--- src/rtl/led_pwm_duty_monitor.sv ---
// led_pwm_duty_monitor: measures the lit duty of 8 active-low LED drive
// lines over a fixed window of PERIOD clocks, snapshots the counts, then
// scans the snapshot for the brightest channel (ties keep the lower index).
// Optional build macro: PWM_MON_GLITCH_FILTER_EN adds a 3-tap majority
// filter after the synchronizer so single-cycle pulses are ignored.
module led_pwm_duty_monitor #(
  parameter int PERIOD = 2401,
  parameter int CNT_W  = 12
) (
  input  logic             clk,
  input  logic             rst_n,
  input  logic [7:0]       led_in,
  input  logic [2:0]       rd_sel,
  output logic [CNT_W-1:0] rd_duty,
  output logic [CNT_W-1:0] max_duty,
  output logic [2:0]       brightest,
  output logic             duty_valid
);

  generate
    if (PERIOD < 10 || PERIOD > 4095 || (2**CNT_W) <= PERIOD) begin : g_bad_param
      $error("led_pwm_duty_monitor: PERIOD must be 10..4095 and below 2**CNT_W");
    end
  endgenerate

  localparam logic [CNT_W-1:0] LAST = CNT_W'(PERIOD - 1);
  localparam logic [CNT_W-1:0] ONE  = CNT_W'(1);

  typedef enum logic {S_IDLE, S_SCAN} state_t;

  logic [7:0]       r_sync_p0, r_sync_p1;
  logic [7:0]       w_lit_raw, w_lit;
  logic [CNT_W-1:0] r_wcnt;
  logic             w_last;
  logic [CNT_W-1:0] r_acc  [8];
  logic [CNT_W-1:0] r_duty [8];

  state_t           r_state, w_state_nxt;
  logic [2:0]       r_idx, w_idx_nxt;
  logic [CNT_W-1:0] r_run_max, w_run_max_nxt;
  logic [2:0]       r_run_idx, w_run_idx_nxt;
  logic             w_done;
  logic [CNT_W-1:0] r_max_duty;
  logic [2:0]       r_brightest;
  logic             r_valid;

  // Two-flop synchronizer; idles at 1 (LED dark) out of reset.
  always_ff @(posedge clk or negedge rst_n) begin
    if (!rst_n) begin
      r_sync_p0 <= 8'hFF;
      r_sync_p1 <= 8'hFF;
    end else begin
      r_sync_p0 <= led_in;
      r_sync_p1 <= r_sync_p0;
    end
  end

  assign w_lit_raw = ~r_sync_p1;

`ifdef PWM_MON_GLITCH_FILTER_EN
  logic [7:0] r_tap_p2, r_tap_p3;

  // Delay taps for the majority vote; reset to "not lit".
  always_ff @(posedge clk or negedge rst_n) begin
    if (!rst_n) begin
      r_tap_p2 <= 8'h00;
      r_tap_p3 <= 8'h00;
    end else begin
      r_tap_p2 <= w_lit_raw;
      r_tap_p3 <= r_tap_p2;
    end
  end

  // Two of three consecutive samples must agree, so an isolated cycle never wins.
  assign w_lit = (w_lit_raw & r_tap_p2) | (w_lit_raw & r_tap_p3) | (r_tap_p2 & r_tap_p3);
`else
  assign w_lit = w_lit_raw;
`endif

  assign w_last = (r_wcnt == LAST);

  // Free-running window counter, back-to-back windows with no gap.
  always_ff @(posedge clk or negedge rst_n) begin
    if (!rst_n) r_wcnt <= '0;
    else if (w_last) r_wcnt <= '0;
    else r_wcnt <= r_wcnt + ONE;
  end

  // Per-channel accumulation; the last window cycle is folded into the snapshot.
  always_ff @(posedge clk or negedge rst_n) begin
    if (!rst_n) begin
      for (int i = 0; i < 8; i++) begin
        r_acc[i]  <= '0;
        r_duty[i] <= '0;
      end
    end else begin
      for (int i = 0; i < 8; i++) begin
        if (w_last) begin
          r_duty[i] <= r_acc[i] + CNT_W'(w_lit[i]);
          r_acc[i]  <= '0;
        end else begin
          r_acc[i]  <= r_acc[i] + CNT_W'(w_lit[i]);
        end
      end
    end
  end

  // Scan FSM next-state: one channel per cycle, strict greater-than keeps ties low.
  always_comb begin
    w_state_nxt   = r_state;
    w_idx_nxt     = r_idx;
    w_run_max_nxt = r_run_max;
    w_run_idx_nxt = r_run_idx;
    w_done        = 1'b0;
    case (r_state)
      S_IDLE: begin
        if (w_last) begin
          w_state_nxt   = S_SCAN;
          w_idx_nxt     = 3'd0;
          w_run_max_nxt = '0;
          w_run_idx_nxt = 3'd0;
        end
      end
      S_SCAN: begin
        if (r_duty[r_idx] > r_run_max) begin
          w_run_max_nxt = r_duty[r_idx];
          w_run_idx_nxt = r_idx;
        end
        w_idx_nxt = r_idx + 3'd1;
        if (r_idx == 3'd7) begin
          w_done      = 1'b1;
          w_state_nxt = S_IDLE;
        end
      end
      default: w_state_nxt = S_IDLE;
    endcase
  end

  // Scan FSM state and running-max registers.
  always_ff @(posedge clk or negedge rst_n) begin
    if (!rst_n) begin
      r_state   <= S_IDLE;
      r_idx     <= 3'd0;
      r_run_max <= '0;
      r_run_idx <= 3'd0;
    end else begin
      r_state   <= w_state_nxt;
      r_idx     <= w_idx_nxt;
      r_run_max <= w_run_max_nxt;
      r_run_idx <= w_run_idx_nxt;
    end
  end

  // Publish scan result together with the one-cycle valid pulse.
  always_ff @(posedge clk or negedge rst_n) begin
    if (!rst_n) begin
      r_max_duty  <= '0;
      r_brightest <= 3'd0;
      r_valid     <= 1'b0;
    end else begin
      r_valid <= w_done;
      if (w_done) begin
        r_max_duty  <= w_run_max_nxt;
        r_brightest <= w_run_idx_nxt;
      end
    end
  end

  assign rd_duty    = r_duty[rd_sel];
  assign max_duty   = r_max_duty;
  assign brightest  = r_brightest;
  assign duty_valid = r_valid;

endmodule

--- config.mk ---
export PLATFORM = sky130hd
export DESIGN_NAME = led_pwm_duty_monitor
export DESIGN_NICKNAME = d
export VERILOG_FILES = /design/src/rtl/led_pwm_duty_monitor.sv
export SDC_FILE = /design/constraint.sdc
export NUM_CORES = 1
export LEC_CHECK = 0
export CAP_MARGIN = 10
export CORE_MARGIN = 1.5
export CORE_UTILIZATION = 37
export DETAILED_ROUTE_END_ITERATION = 6
export GPL_TIMING_DRIVEN = 0
export PLACE_DENSITY = 0.58
export SETUP_SLACK_MARGIN = 0.05
export SLEW_MARGIN = 40
export SYNTH_ARGS = -nofsm -noshare
export SYNTH_HDL_FRONTEND = slang
export SYNTH_SLANG_ARGS = --single-unit
--- constraint.sdc ---
create_clock -name clk -period 7.23 [get_ports clk]
set_input_delay 1.446 -clock clk [delete_from_list [all_inputs] [get_ports clk]]
set_output_delay 1.446 -clock clk [all_outputs]
set_load 0.01 [all_outputs]
Word-level counts from Yosys, hierarchy flattened
Cells that the tools add are included.

Register bits after elaboration: 255. Bits in read-only memories: 0. Output and inout bits: 28. Latch bits: 0. Logic and storage cells: 74. Memory bits (writable): 0. Input bits: 13. Memories: 0.

Divide/modulo/power cells: 0. Multiply operators: 0. Equality and inequality tests: 3. Add/subtract/negate cells: 10. Multiplexer cells: 28. Reduce and logical (&&, ||, !) cells: 0. Bitwise operators: 4. Shifts and indexed selects: 0. Order comparisons: 3.

Operators with widths (number): $mux 12 (15); $add 12x1->12 (8); $bmux 12 s3 (2); $pmux 12 s2 (1); $add 12x1->12 const B (1); $eq 12x12->1 const B (1); $gt 12x12->1 (1); $pmux 3 s2 (2); $mux 3 (3); $ge 4x4->1 const B (2); $not 3->4 (2); $not 8->8 (1); $mux 1 (4); $add 3x1->3 const B (1); $eq 3x3->1 const B (1); $ne 2x2->1 const B (1); $pmux 1 s2 (1); $not 1->1 (1).

Longest topological paths before layout
Gate-level depths: netlist of the first run.

Word-level depth: 7. Mapped depth: 12. Mapped depth without buffers: 9.

Worst setup path before layout of the first run
No wires, ideal clock.

Kind: input port to output port. From: input port rd_sel[0]. To: output port rd_duty[0]. Arrival time: 2.736 ns. Data required time: 5.784 ns. Buffers on the path: 2. Stages: 4. Slack: 3.048 ns. Cell sequence: buf_2 buf_2 mux4_2 mux2_2.

Longest elaborated chain between the ends: 4.

RTL lines: start, declared (line 13) `input logic [2:0] rd_sel,`; $not 3->4 (not written as such) (line 169) `assign rd_duty = r_duty[rd_sel];`; $bmux 12 s3 (line 169); $mux 12 (not written as such) (2 in a row) (line 169); end, declared (line 14) `output logic [CNT_W-1:0] rd_duty,`.

No other way between the ends. The select of a mux whose other input is x is not followed.

Worst setup path in the final report of the first run
From: input port rd_sel[1]. To: output port rd_duty[3].

The elaborated chain is that of the path after synthesis.

==> results.md, run 1 <==
* Die width at 184.1 um
* Pin count of the biggest net entering global routing at 61
* Overflow after GRT at 0
* First-pass DRT Iterations at 4
* Static leakage at 6.495 nW
* WL per Instance at 18.39 um
* Commonest non-fill, non-tap cell in the layout: dfrtp_1
* IO Port Bufs at 38
* Met3 global-route usage at 2.687%
* Cts bufs inserted at 29
* Met1 Use GR at 26.49%
* Endpoints failing setup at 0
* Initial antenna violation count at 0
* First-pass GRT wire length at about 49 mm
* Total die area at 33890 um^2
* Bufs on Longest Clock Path at 3
* CTS sink count at 255
* Final core occ at 43.79%
* Met2 Use GR at 29.44%
* Sequential element share of the synthesized area at 52.75%
* HP Class: flip-flop to flip-flop
* Top Usage Layer GRT: met2
* CTS tree: yes
* Synth Net Count at 1141
* Status: complete, no violations
* Final antenna diode count at 0
* Hold Vio Cnt, Final at 0
* Starting Density at a little under two fifths
* GP Congestion at slightly below 0.9
* Hold-fix buffers, CTS at 0
* Post-route ant nets at 0
* Hold_ws at approximately 0.35 ns
* Clk slew on worst S/H paths at 0.06 ns
* Final critical path time including I/O delays and setup at 5.129 ns
* Post-Syn Area at 12140 um^2
* Rel. slew slack at 46.05%
* Vias at 8305
* Area leader, netlist: dfrtp_1
* Top cell type's share of synthesized area at between 40% and 50%
* Layout cells sized above 1 at 13.96%
* CTS H-tree depth at 1
* FF+latch count, synth at 255
* Async set-reset flop share out of synthesis at 100.0%
* Slew Viols, Final at 0
* Post-CTS sizing at 0
* Total wire length at 29.99 mm
* Power Dens Cells at 261.7 nW/um^2
* Vias per inst at 5.092
* Mapped Cells at 1096
* Worst VDD drop at ~0.00016 V
* Post-Syn Area per Cell at 11.07 um^2
* Worst Setup Path Type: primary input to output pin
* Layout area overhead at 16.82%
* Top cells by area, synth: dfrtp_1 49%, mux4_2 8.9%, nand2_1 5.7%
* Worst EP required at 5.78 ns
* EDFF count, synth at 0
* Post-DP HPWL at 22.28 mm
* Arrival time at the worst endpoint at 3.68 ns
* Highest clock rate at slightly below 0.2 GHz
* Post-CTS setup buffer count at 0
* Crit path max fanout at 10
* CP endpoint kind: output pin
* Post-layout net count at 1214
* Synthesis Warnings at 0
* R2R Path Start: r_idx[1]
* IO Count at 41
* DR iter-0 viols at 525
* Row Count at 66
* MaxCap Viol Count at 0
* Root Buffer: clkbuf_16
* Worst-Skew Late Latency at ~0.54 ns
* Startpoint types: primary input
* Dominant synthesized flop cell: dfrtp_1
* Setup Skew at 0.01373 ns
* Total Routing Usage GR at a little under a fifth
* HP Start: r_sync_p0[2]
* CORE AREA at 32370 um^2
* Drt drc at 0
* Period utilization at between 70% and 80%
* Vias in the first global route at 8569
* Filler cells at ~3200
* Die Ht at 184.1 um
* Unique cell type count in the Yosys netlist at between 40 and 50
* Number of cells in the finished layout apart from fillers at 1631
* Slew @ Worst Pin at 0.8092 ns
* RSZ-0062 raised after global routing: no
* Setup crit start: rd_sel[1]
* Commonest cells after routing, fill and taps aside: 239 x dfrtp_1, 184 x nand2_1, 107 x nor2_1
* Placed Cells at 1580
==> synthesized netlist by cell type, types with 5 or more instances <==
library cell	instances
and4_1	10
buf_6	6
and3_1	19
xor2_1	55
xnor2_1	35
o21ai_0	92
dfrtp_1	239
clkbuf_1	30
mux2_2	12
inv_1	38
nand3_1	39
o311ai_1	5
mux4_2	48
ha_1	32
nand2_1	184
mux2i_1	28
nand4_1	19
and2_1	20
nor2_1	107
dfstp_2	16
buf_2	20
==> critical path: stages <==
cell and delay [ns]:
buf_1 0.35, clkbuf_1 0.62, mux4_2 0.47, mux2_2 0.30
clkdlybuf4s50_1 0.48
==> report_power, final <==
group | internal (W) | switching (W)
Sequential | 0.00159 | 0.000134
Clock | 0.000938 | 0.000598
Combinational | 0.000192 | 0.000257
==> flip-flops by register name, indices dropped and copies added, names as in the netlist, 3 cells and up <==
name	flops
max_duty	12
r_sync_p1	8
r_acc	96
r_wcnt	12
r_run_idx	3
r_duty	96
r_idx	3
brightest	3
r_run_max	12
r_sync_p0	8
==> logic make-up after synthesis <==
family                     Yosys count  share of synthesized area, %
AOI/OAI and AO/OA                  124                         6.423
xor gates and xnor gates            90                         6.495
adders and majority gates           32                         3.299
buffers and inverters               97                         3.578
DFF                                255                         52.75
muxes                               88                         12.33
and+or+nand+nor                    410                         15.13
==> per-stage QoR <==
stage          setup WS, ns  total power, W  cell area, um^2  TNS (ns)
3_5_place_dp          2.115        0.002201            13180         0
4_1_cts               2.114        0.003751            14180         0
6_report              2.101        0.003709            14180         0
5_1_grt               2.064        0.003890            14180         0
3_3_place_gp         -6.505        0.002174            13070  -1595.38
2_1_floorplan         3.048        0.002017            12140         0
==> layer usage <==
metal	routed length, um	part of all wire, %	vias up
met5	0	0	-
met4	812	2.7	0
met3	1254	4.2	50
met2	13620	45	177
met1	14310	48	4164
li1	-	-	3914
==> area by class of cell <==
class,instances,area (um^2),area share [%]
flip-flops and latches,255,6401,45.15
multi-input cells,744,5300,37.39
clock buffers,34,774.5,5.463
well taps,442,553.0,3.901
repair buffers,42,495.5,3.495
plain buffers,57,284.0,2.004
clock inverters,17,217.7,1.536
inverters,40,150.1,1.059
==> path summary, 6_finish.rpt <==
| kind | end | slack [ns] | cells after the start |
|---|---|---|---|
| setup / recovery | rd_duty[3] | 2.10 | 5 |
| hold / removal | r_sync_p1[2] | 0.35 | 0 |
| setup reg to reg | r_run_max[4] | 3.08 | 12 |
| hold reg to reg | r_sync_p1[2] | 0.35 | 0 |
| max in group asynchronous | r_sync_p0[2] | 5.15 | 4 |
| min in group asynchronous | r_acc[30] | 0.77 | 1 |
(Power assumes the default switching activity.)
==> inputs of run 2 (changes only) <==
Settings changed: PLACE_DENSITY 0.58 to 0.6.
Clock period 7.23 ns to 4.3 ns, I/O delays scaled along.
==> run 2 against run 1 <==
Against the previous run: combinational power up 67%; final area down 0.36%; sequential share of layout area up 0.16 points; via count up 0.12%; critical endpoint unchanged; highest routed layer unchanged; core utilization down 0.16 points; die area unchanged.
==> results.md, run 2 (synthesized netlist as in run 1, its figures left out) <==
* Status: complete, no violations
* Worst-Skew Late Latency at 0.56 ns
* HP Class: primary input to async pin
* Drt drc at 0
* CTS H-tree depth at 1
* R2R Path Start: r_idx[1]
* Slew Viols, Final at 0
* Startpoint types: primary input
* Highest clock rate at roughly 0.25 GHz
* IO Count at 41
* DR iter-0 viols at 549
* Post-DP Area at 13180 um^2
* Area occupied by multi-input gates at 5300 um^2
* RSZ-0062 raised after global routing: no
* Routed wl met3 at 1.393 mm
* Total wire length at between 20 and 30 mm
* Bufs on Longest Clock Path at 3
* Final core occ at 43.63%
* Hold Vio Cnt, Final at 0
* CP endpoint kind: output pin
* Power Dens Cells at around 430 nW/um^2
* Commonest non-fill, non-tap cell in the layout: dfrtp_1
* Overflow after GRT at 0
* CTS tree: yes
* Layout area overhead at 16.39%
* Post-DP HPWL at 21.82 mm
* Vias in the first global route at 8417
* Worst VDD drop at 0.0002934 V
* Filler cells at 3157
* First-pass GRT wire length at 47.58 mm
* Worst Setup Path Type: primary input to output pin
* Slew @ Worst Pin at 0.7802 ns
* Vias at slightly above 8000
* Starting Density at a little under two fifths
* Total die area at between 30000 and 40000 um^2
* Endpoints failing setup at 0
* Clk slew on worst S/H paths at around 0.07 ns
* Static leakage at 6.477 nW
* Vias per inst at 5.089
* Commonest cells after routing, fill and taps aside: 239 x dfrtp_1, 184 x nand2_1, 107 x nor2_1
* Routed wl met2 at 13.47 mm
* First-pass DRT Iterations at 5
* Setup Skew at 0.01794 ns
* Final critical path time including I/O delays and setup at 3.956 ns
* Post-CTS sizing at 0
* Cell area after layout at between 10000 and 15000 um^2
* Initial antenna violation count at 0
* IO Port Bufs at 38
* Reg2reg path depth at 12
* Die Ht at roughly 180 um
* Post-CTS setup buffer count at 0
* CTS sink count at 255
* Largest regs: r_acc (96), r_duty (96)
* Post-layout net count at 1214
* DP Worst Slack at 0.2648 ns
* Row Count at 66
* DR top layer: met4
* R2R Path End: r_run_max[3]
* Final worst setup slack at 0.3443 ns
* FF+latch area at 6401 um^2
* Crit path max fanout at 10
* Post-route ant nets at 0
* CORE AREA at 32370 um^2
* Total Routing Usage GR at 18.24%
* Period utilization at 91.99%
* Cts bufs inserted at 29
* MaxCap Viol Count at 0
* R2R setup slack at about 0.5 ns
* Worst EP required at approximately 3.4 ns
* Rel. slew slack at a little under half
* Die width at 184.1 um
* Layout cells sized above 1 at 14.26%
* GP Congestion at 0.8488
* Pin count of the biggest net entering global routing at 73
* Post-Route M1 WL at 13.92 mm
* Arrival time at the worst endpoint at 3.10 ns
* Final antenna diode count at 0
* Root Buffer: clkbuf_16
* WL per Instance at around 18 um
* Hold-fix buffers, CTS at 0
-- run 2: per-layer routing --
layer	up-vias	GRT usage (%)
met5	-	0
met4	0	5.344
met3	50	3.082
met2	179	29.08
met1	4173	25.57
li1	3913	-
-- run 2: metrics by stage --
step | TNS (ns) | cells | total power, W | hold WS, ns
floorplan | 0 | 1096 | 0.003392 | 0.3452
global route | 0 | 1634 | 0.006358 | 0.1135
finish | 0 | 1634 | 0.006061 | 0.1087
global placement | -2158.86 | 1576 | 0.003654 | 0.3463
detailed placement | 0 | 1580 | 0.003685 | 0.3476
CTS | 0 | 1634 | 0.006127 | 0.09751
-- run 2: layout make-up --
class                           count  share of cell area [%]
Buffer                             57                   2.029
Inverter                           40                   1.063
Sequential cell                   255                   45.32
Clock buffer                       38                   5.802
Multi-Input combinational cell    744                   37.52
Timing Repair Buffer               42                   3.508
Clock inverter                     16                  0.8415
Tap cell                          442                   3.915
-- run 2: worst max-delay path, cell delays in order --
cell,delay (ns)
buf_1,0.33
clkbuf_1,0.64
mux4_2,0.48
mux2_2,0.30
clkdlybuf4s50_1,0.48
-- run 2: power by group --
part / internal [W] / switching (W)
clock: 0.00140 / 0.00102
combinational: 0.000321 / 0.000431
sequential: 0.00267 / 0.000218
-- run 2: how the worst max path moves through the flow --
stage | end | slack (ns) | from | depth (start not counted)
after global placement | r_wcnt[8] | -8.71 | rst_n | 1
after floorplan | r_run_max[10] | 1.19 | r_idx[0] | 12
final | rd_duty[3] | 0.34 | rd_sel[1] | 5
after detailed placement | r_run_max[3] | 0.26 | r_idx[1] | 12
after global routing | max_duty[7] | 0.27 | r_idx[1] | 12
after CTS | r_run_max[3] | 0.23 | r_idx[1] | 12
